<file path="src/rtl/ddr_arb_pkg.sv">
// ---------------------------------------------------------------------------
// ddr_arb_pkg
// Shared definitions for the DDR read-channel arbiter: arbiter FSM state
// encoding and the default address/length/data widths used by the fetch
// controllers.
// ---------------------------------------------------------------------------
package ddr_arb_pkg;

    localparam int DDR_ADDR_LEN = 32;   // DDR byte-address width
    localparam int SINGLE_LEN   = 24;   // transfer length, in 512-bit beats
    localparam int DDR_DATA_LEN = 512;  // read-data width

    typedef enum logic [1:0] {
        IDLE   = 2'd0,
        ISSUE  = 2'd1,
        STREAM = 2'd2,
        DONE   = 2'd3
    } arb_state_e;

    // Width of a requester index; never zero so a single requester still works.
    function automatic int idx_width(input int n);
        return (n > 1) ? $clog2(n) : 1;
    endfunction

endpackage

</file>
<file path="src/rtl/rr_arbiter.sv">
// ---------------------------------------------------------------------------
// rr_arbiter
// Combinational round-robin pick. The search starts at requester ptr_i and
// wraps; the first pending requester found wins.
//
// Ports:
//   pending_i  in   N_REQ   requesters with a queued transfer
//   ptr_i      in   PTR_W   index searched first
//   win_o      out  N_REQ   one-hot winner (0 when nothing pending)
//   valid_o    out  1       a winner exists
// ---------------------------------------------------------------------------
module rr_arbiter #(
    parameter int N_REQ = 3,
    parameter int PTR_W = 2
) (
    input  logic [N_REQ-1:0] pending_i,
    input  logic [PTR_W-1:0] ptr_i,
    output logic [N_REQ-1:0] win_o,
    output logic             valid_o
);

    logic [2*N_REQ-1:0] dbl;
    logic [2*N_REQ-1:0] dbl_rot;
    logic [2*N_REQ-1:0] dbl_win;
    logic [N_REQ-1:0]   rot;
    logic [N_REQ-1:0]   rot_win;

    // Rotate the request vector so ptr_i lands at bit 0, take the lowest set
    // bit, then rotate the one-hot result back into requester order.
    assign dbl     = {pending_i, pending_i};
    assign dbl_rot = dbl >> ptr_i;
    assign rot     = dbl_rot[N_REQ-1:0];
    assign rot_win = rot & (~rot + {{(N_REQ-1){1'b0}}, 1'b1});
    assign dbl_win = {{N_REQ{1'b0}}, rot_win} << ptr_i;
    assign win_o   = dbl_win[N_REQ-1:0] | dbl_win[2*N_REQ-1:N_REQ];
    assign valid_o = |pending_i;

endmodule

</file>
<file path="src/rtl/ddr_read_arbiter.sv">
// ---------------------------------------------------------------------------
// ddr_read_arbiter
// Shares the single DDR read channel (MIG UI adapter command + read FIFO)
// among N_REQ fetch controllers (0 = bias, 1 = weights, 2 = data). Each
// requester posts one transfer with a one-cycle req_conf pulse; transfers are
// granted round-robin and the read FIFO is routed to the owner until exactly
// the requested number of beats has been popped.
//
// Ports:
//   clk, rst_n          clock, synchronous active-low reset
//   req_st_addr/req_len per-requester start address / beat count (flat slices)
//   req_conf            per-requester one-cycle request pulse
//   req_fifo_empty      per-requester FIFO empty view (1 unless owner streaming)
//   req_fifo_req        per-requester FIFO pop
//   req_fifo_data       read data, broadcast
//   ddr_st_addr_out     granted start address (held ISSUE..DONE)
//   ddr_len             granted beat count (held ISSUE..DONE)
//   ddr_conf            one-cycle command pulse to the DDR adapter
//   ddr_fifo_empty/req/data  DDR read FIFO
//   grant               one-hot owner, 0 when idle
//   busy                transfer in flight or any request pending
//   req_overrun         sticky: request arrived while one was already pending
// ---------------------------------------------------------------------------
module ddr_read_arbiter #(
    parameter int N_REQ        = 3,
    parameter int DDR_ADDR_LEN = ddr_arb_pkg::DDR_ADDR_LEN,
    parameter int SINGLE_LEN   = ddr_arb_pkg::SINGLE_LEN,
    parameter int DDR_DATA_LEN = ddr_arb_pkg::DDR_DATA_LEN
) (
    input  logic                          clk,
    input  logic                          rst_n,
    input  logic [N_REQ*DDR_ADDR_LEN-1:0] req_st_addr,
    input  logic [N_REQ*SINGLE_LEN-1:0]   req_len,
    input  logic [N_REQ-1:0]              req_conf,
    output logic [N_REQ-1:0]              req_fifo_empty,
    input  logic [N_REQ-1:0]              req_fifo_req,
    output logic [DDR_DATA_LEN-1:0]       req_fifo_data,
    output logic [DDR_ADDR_LEN-1:0]       ddr_st_addr_out,
    output logic [SINGLE_LEN-1:0]         ddr_len,
    output logic                          ddr_conf,
    input  logic                          ddr_fifo_empty,
    output logic                          ddr_fifo_req,
    input  logic [DDR_DATA_LEN-1:0]       ddr_fifo_data,
    output logic [N_REQ-1:0]              grant,
    output logic                          busy,
    output logic [N_REQ-1:0]              req_overrun
);

    import ddr_arb_pkg::*;

    localparam int PTR_W = idx_width(N_REQ);

    // Per-requester request slots
    logic [N_REQ-1:0]                   pending_q;
    logic [N_REQ-1:0]                   overrun_q;
    logic [N_REQ-1:0][DDR_ADDR_LEN-1:0] addr_q;
    logic [N_REQ-1:0][SINGLE_LEN-1:0]   len_q;
    logic [N_REQ-1:0]                   clr_pend;

    // Channel ownership
    arb_state_e             state_q, state_d;
    logic [N_REQ-1:0]       grant_q, grant_d;
    logic [PTR_W-1:0]       ptr_q, ptr_d;
    logic [DDR_ADDR_LEN-1:0] st_addr_q, st_addr_d;
    logic [SINGLE_LEN-1:0]  len_out_q, len_out_d;
    logic [SINGLE_LEN-1:0]  remaining_q, remaining_d;

    logic [N_REQ-1:0]       arb_win;
    logic                   arb_valid;
    logic [PTR_W-1:0]       win_idx;
    logic [PTR_W-1:0]       gnt_idx;
    logic                   pop;

    rr_arbiter #(
        .N_REQ (N_REQ),
        .PTR_W (PTR_W)
    ) u_rr (
        .pending_i (pending_q),
        .ptr_i     (ptr_q),
        .win_o     (arb_win),
        .valid_o   (arb_valid)
    );

    // One-hot to index for the arbiter winner and the current owner.
    always_comb begin
        win_idx = '0;
        gnt_idx = '0;
        for (int i = 0; i < N_REQ; i++) begin
            if (arb_win[i]) win_idx = PTR_W'(i);
            if (grant_q[i]) gnt_idx = PTR_W'(i);
        end
    end

    // Slot update. The owner's slot is released in DONE; a new pulse from the
    // owner in that same cycle lands in the freed slot rather than overrunning.
    always_ff @(posedge clk) begin
        if (!rst_n) begin
            pending_q <= '0;
            overrun_q <= '0;
            addr_q    <= '0;
            len_q     <= '0;
        end else begin
            for (int i = 0; i < N_REQ; i++) begin
                if (req_conf[i] && pending_q[i] && !clr_pend[i]) begin
                    overrun_q[i] <= 1'b1;
                end else if (req_conf[i]) begin
                    pending_q[i] <= 1'b1;
                    addr_q[i]    <= req_st_addr[i*DDR_ADDR_LEN +: DDR_ADDR_LEN];
                    len_q[i]     <= req_len[i*SINGLE_LEN +: SINGLE_LEN];
                end else if (clr_pend[i]) begin
                    pending_q[i] <= 1'b0;
                end
            end
        end
    end

    always_ff @(posedge clk) begin
        if (!rst_n) begin
            state_q     <= IDLE;
            grant_q     <= '0;
            ptr_q       <= '0;
            st_addr_q   <= '0;
            len_out_q   <= '0;
            remaining_q <= '0;
        end else begin
            state_q     <= state_d;
            grant_q     <= grant_d;
            ptr_q       <= ptr_d;
            st_addr_q   <= st_addr_d;
            len_out_q   <= len_out_d;
            remaining_q <= remaining_d;
        end
    end

    always_comb begin
        state_d        = state_q;
        grant_d        = grant_q;
        ptr_d          = ptr_q;
        st_addr_d      = st_addr_q;
        len_out_d      = len_out_q;
        remaining_d    = remaining_q;
        clr_pend       = '0;
        pop            = 1'b0;
        req_fifo_empty = '1;

        case (state_q)
            IDLE: begin
                if (arb_valid) begin
                    grant_d     = arb_win;
                    st_addr_d   = addr_q[win_idx];
                    len_out_d   = len_q[win_idx];
                    remaining_d = len_q[win_idx];
                    // Zero-length transfers never touch the DDR channel.
                    state_d     = (len_q[win_idx] == '0) ? DONE : ISSUE;
                end
            end
            ISSUE: begin
                state_d = STREAM;
            end
            STREAM: begin
                // Hide the FIFO from the owner once its beat count is used up,
                // so it cannot eat data belonging to the next transfer.
                req_fifo_empty[gnt_idx] = ddr_fifo_empty || (remaining_q == '0);
                pop = req_fifo_req[gnt_idx] && !ddr_fifo_empty && (remaining_q != '0);
                if (pop) begin
                    remaining_d = remaining_q - SINGLE_LEN'(1);
                    if (remaining_q == SINGLE_LEN'(1)) state_d = DONE;
                end
            end
            DONE: begin
                clr_pend = grant_q;
                ptr_d    = (gnt_idx == PTR_W'(N_REQ-1)) ? '0 : gnt_idx + PTR_W'(1);
                grant_d  = '0;
                state_d  = IDLE;
            end
            default: begin
                state_d = IDLE;
            end
        endcase
    end

    assign ddr_fifo_req    = pop;
    assign ddr_conf        = (state_q == ISSUE);
    assign ddr_st_addr_out = st_addr_q;
    assign ddr_len         = len_out_q;
    assign grant           = grant_q;
    assign busy            = (state_q != IDLE) || (|pending_q);
    assign req_overrun     = overrun_q;
    assign req_fifo_data   = ddr_fifo_data;

endmodule

</file>
<file path="config.mk">
export PLATFORM = sky130hd
export DESIGN_NAME = ddr_read_arbiter
export DESIGN_NICKNAME = d
export VERILOG_FILES = /design/src/rtl/ddr_arb_pkg.sv /design/src/rtl/rr_arbiter.sv /design/src/rtl/ddr_read_arbiter.sv
export SDC_FILE = /design/constraint.sdc
export NUM_CORES = 1
export LEC_CHECK = 0
export ABC_AREA = 1
export CAP_MARGIN = 15
export CORE_AREA = 2 2 493 495
export DETAILED_ROUTE_END_ITERATION = 6
export DIE_AREA = 0 0 495 497
export HOLD_SLACK_MARGIN = 0.08
export PLACE_DENSITY_LB_ADDON = 0.25
export REMOVE_ABC_BUFFERS = 1
export SYNTH_ARGS = -nofsm -noshare
export SYNTH_HDL_FRONTEND = slang
export SYNTH_SLANG_ARGS = --single-unit
</file>
<file path="constraint.sdc">
create_clock -name clk -period 2.75 [get_ports clk]
set_input_delay 0.55 -clock clk [delete_from_list [all_inputs] [get_ports clk]]
set_output_delay 0.55 -clock clk [all_outputs]
set_load 0.01 [all_outputs]
</file>
==> impl_metrics.tcl <==
set metrics [dict create \
    status "finished, final reports clean" \
    start_util 0.0630 \
    num_vias 15000 \
    tightestPinTransition_ns 1.00 \
    cp.depth 9 \
    peakVddDrop_uv 475 \
    fin_crit_sh 0.965 \
    holdWs_ns 0.419 \
    drcViolationCount 0 \
    crit_chain "or2_4 -> nor4_4 -> buf_4 -> nand2_4 -> nand2_4 -> nor2_4 -> buf_4 -> nand2_1 -> buf_2" \
    crit_slowest_cell "dfxtp_2" \
    hold_viol_final 0 \
    cts_tree "done" \
    rsz0062_at_grt "true" \
    h-tree-depth 2 \
    path_buf_inv 3 \
    io_buffers 244 \
    grt_pass1_wl_um 387000 \
    drt_iter0_markers 1268 \
    ys_seq_elements 261 \
    cpPeakStageDelay_ns 0.34 \
    grt_start_max_net_pins 71 \
    setup_viol 0 \
    hold_buffers 0 \
    ff2ff_path_depth 17 \
    numCtsBuffers 39 \
    top_usage_layer "met2" \
    pwr_density_cell_mw_per_mm2 929 \
    syn_to_final_growth_pct 28.8 \
    synthTopCellsByArea "dfxtp_1, buf_4, o21ai_0" \
    slew_headroom 0.329 \
    placed_area_mm2 0.0180 \
    grt.total_usage 0.281 \
    crit_required_ns 2.20 \
    die-area_mm2 0.246 \
    multiInputGateArea_mm2 0.00533 \
    ys_types 34 \
    fp.dieW_um 495 \
    antenna_found_initial 31 \
    cp_top_family "simple AND/OR/NAND/NOR gates" \
    ff_latch_area_mm2 0.00523 \
    ant_nets 0 \
    synth_edf_count 0 \
    dp_hpwl_um 339000 \
    crit_path_end_kind "output port" \
    ys.warnings.count 0 \
    synth_most_common_cell "buf_4" \
    final_cell_area_mm2 0.0195 \
    crit_path_max_fanout 4 \
    fill_cells 28400 \
    crit_path_start_kind "register" \
    synth_common_cells "buf_4, nor2_1, dfxtp_1, o21ai_0, nand2_1" \
    postSynth.asyncResetShare 0 \
    cp.arrival_ns 2.10 \
    report.final.slew_viol_count 0 \
    cts_buffer_depth 3 \
    wl_per_cell_um 70.5 \
    synth_cells 2098 \
    drtPass1Iterations 7 \
    synth-main-ff-cell "dfxtp_1" \
    place.gp.congestion 1.44 \
    clk_pin_slew_worst_paths_ns 0.06 \
    finalWirelength_um 357000 \
    die_y_um 497 \
    synth_area_mm2 0.0151 \
    core_area_mm2 0.240 \
    avgSynthCellArea_um2 7.21 \
    final_util 0.0812 \
    grt-ovfl-total 0 \
    drive_above_1_share 0.105 \
    synth_top_area_frac 0.345 \
    clk_latency_ns 0.61 \
    grt_util_met1 0.0811 \
    fin_skew_ns 0.0411 \
    hp-class "input pin to register" \
    max-cap-violations 0 \
    critPathKind "register to output port" \
    leakage_nw 6.64 \
    met2_usage 0.468 \
    fin_crit_ns 2.65 \
    fmax_mhz 377 \
    clock-sinks 261 \
    pin_count 1269 \
    ys_seq_area_frac 0.345 \
    clockRootBuffer "clkbuf_16" \
    via_per_inst 2.97 \
    grt_pass1_vias 13100 \
    nNetsFinal 2536 \
    synth_area_leader_cell "dfxtp_1" \
    hold_depth 3 \
    gr-usage-met3 0.444 \
    placementRows 180 \
]
where the power goes:
part,switching [mW],internal (mW),total (mW)
combinational,4.84,2.86,7.71
sequential,0.567,4.54,5.11
clock,2.12,3.18,5.30
total,7.53,10.6,18.1
stage by stage:
stage | cells | total power [mW] | worst slack, ns | TNS (ns)
after floorplan | 1475 | 8.56 | -2.71 | -161.73
after global placement | 4978 | 12.6 | -0.344 | -1.02
after detailed placement | 4978 | 12.6 | -0.291 | -0.872
after CTS | 5049 | 18.2 | 0.000684 | 0
after global routing | 5056 | 19.3 | -0.00431 | -0.00431
final | 5056 | 18.1 | 0.0951 | 0
kinds of logic after synthesis:
group,share of synthesized area
and+or+nand+nor,0.167
buffers and inverters,0.314
xor gates and xnor gates,0.00868
AOI/OAI and AO/OA,0.159
DFF,0.345
adders and majority gates,0.00661
sequential cells by signal (all words and copies together) (netlist names):
name,flops
req_overrun,3
state_q,2
len_q,72
remaining_q,24
addr_q,96
ddr_st_addr_out,32
ddr_len,24
pending_q,3
grant,3
ptr_q,2
cell type report:
type,count,share of cell area
Multi-Input combinational cell,1104,0.273
Tap cell,3185,0.204
Inverter,110,0.0212
Sequential cell,261,0.268
Clock inverter,14,0.0112
Antenna cell,3,0.000385
Clock buffer,56,0.0580
Timing Repair Buffer,323,0.163
placed cells by master (no fill, tap or decap), types with 3 or more instances in the layout:
cell and n:
nor2_1 306, o21ai_0 259, dfxtp_1 254, clkdlybuf4s50_1 236, nand2_1 218, a21oi_1 118
inv_1 102, nand3_1 67, buf_4 67, clkbuf_16 39, a31oi_1 36, o211ai_1 30
buf_12 12, xnor2_1 9, clkbuf_8 9, clkbuf_1 8, inv_2 7, nand2_2 7
ha_1 7, dfxtp_2 7, nand4_1 6, xor2_1 6, nor2_2 6, clkinv_2 6
nand2_4 4, nand3_2 4, buf_6 4, diode_2 3, nand2_8 3, bufinv_16 3
buf_2 3
worst min-delay path, cell delays in order:
cell	delay, ns
buf_6	0.22
o21ai_0	0.14
nor2_1	0.05
path summary, 6_finish.rpt:
check                                     from                      end  slack (ns)
setup / recovery  remaining_q[21]$_SDFFE_PN0P_        req_fifo_empty[2]         0.1
setup reg to reg         ptr_q[0]$_SDFFE_PN0P_  state_q[1]$_SDFFE_PN0P_        0.19
hold reg to reg         len_q[71]$_SDFFE_PN0P_   len_q[71]$_SDFFE_PN0P_        0.44
hold / removal                           rst_n   len_q[30]$_SDFFE_PN0P_        0.42
metal layers:
metal	vias up	routed length (um)	share of wire
met5	-	4930	0.014
met3	300	119000	0.33
met4	106	27400	0.077
li1	5744	-	-
met1	6363	37800	0.11
met2	2512	168000	0.47
what timing repair did:
item / in CTS / in global routing
pin swaps: 3 / 7
setup buffers: 1 / 4
gates cloned: 0 / 0
resized for setup: 33 / 20
endpoints found under the hold margin: 0 / 0
endpoints found under the setup margin: 6 / 32
Power figures use the tool's default switching activity.
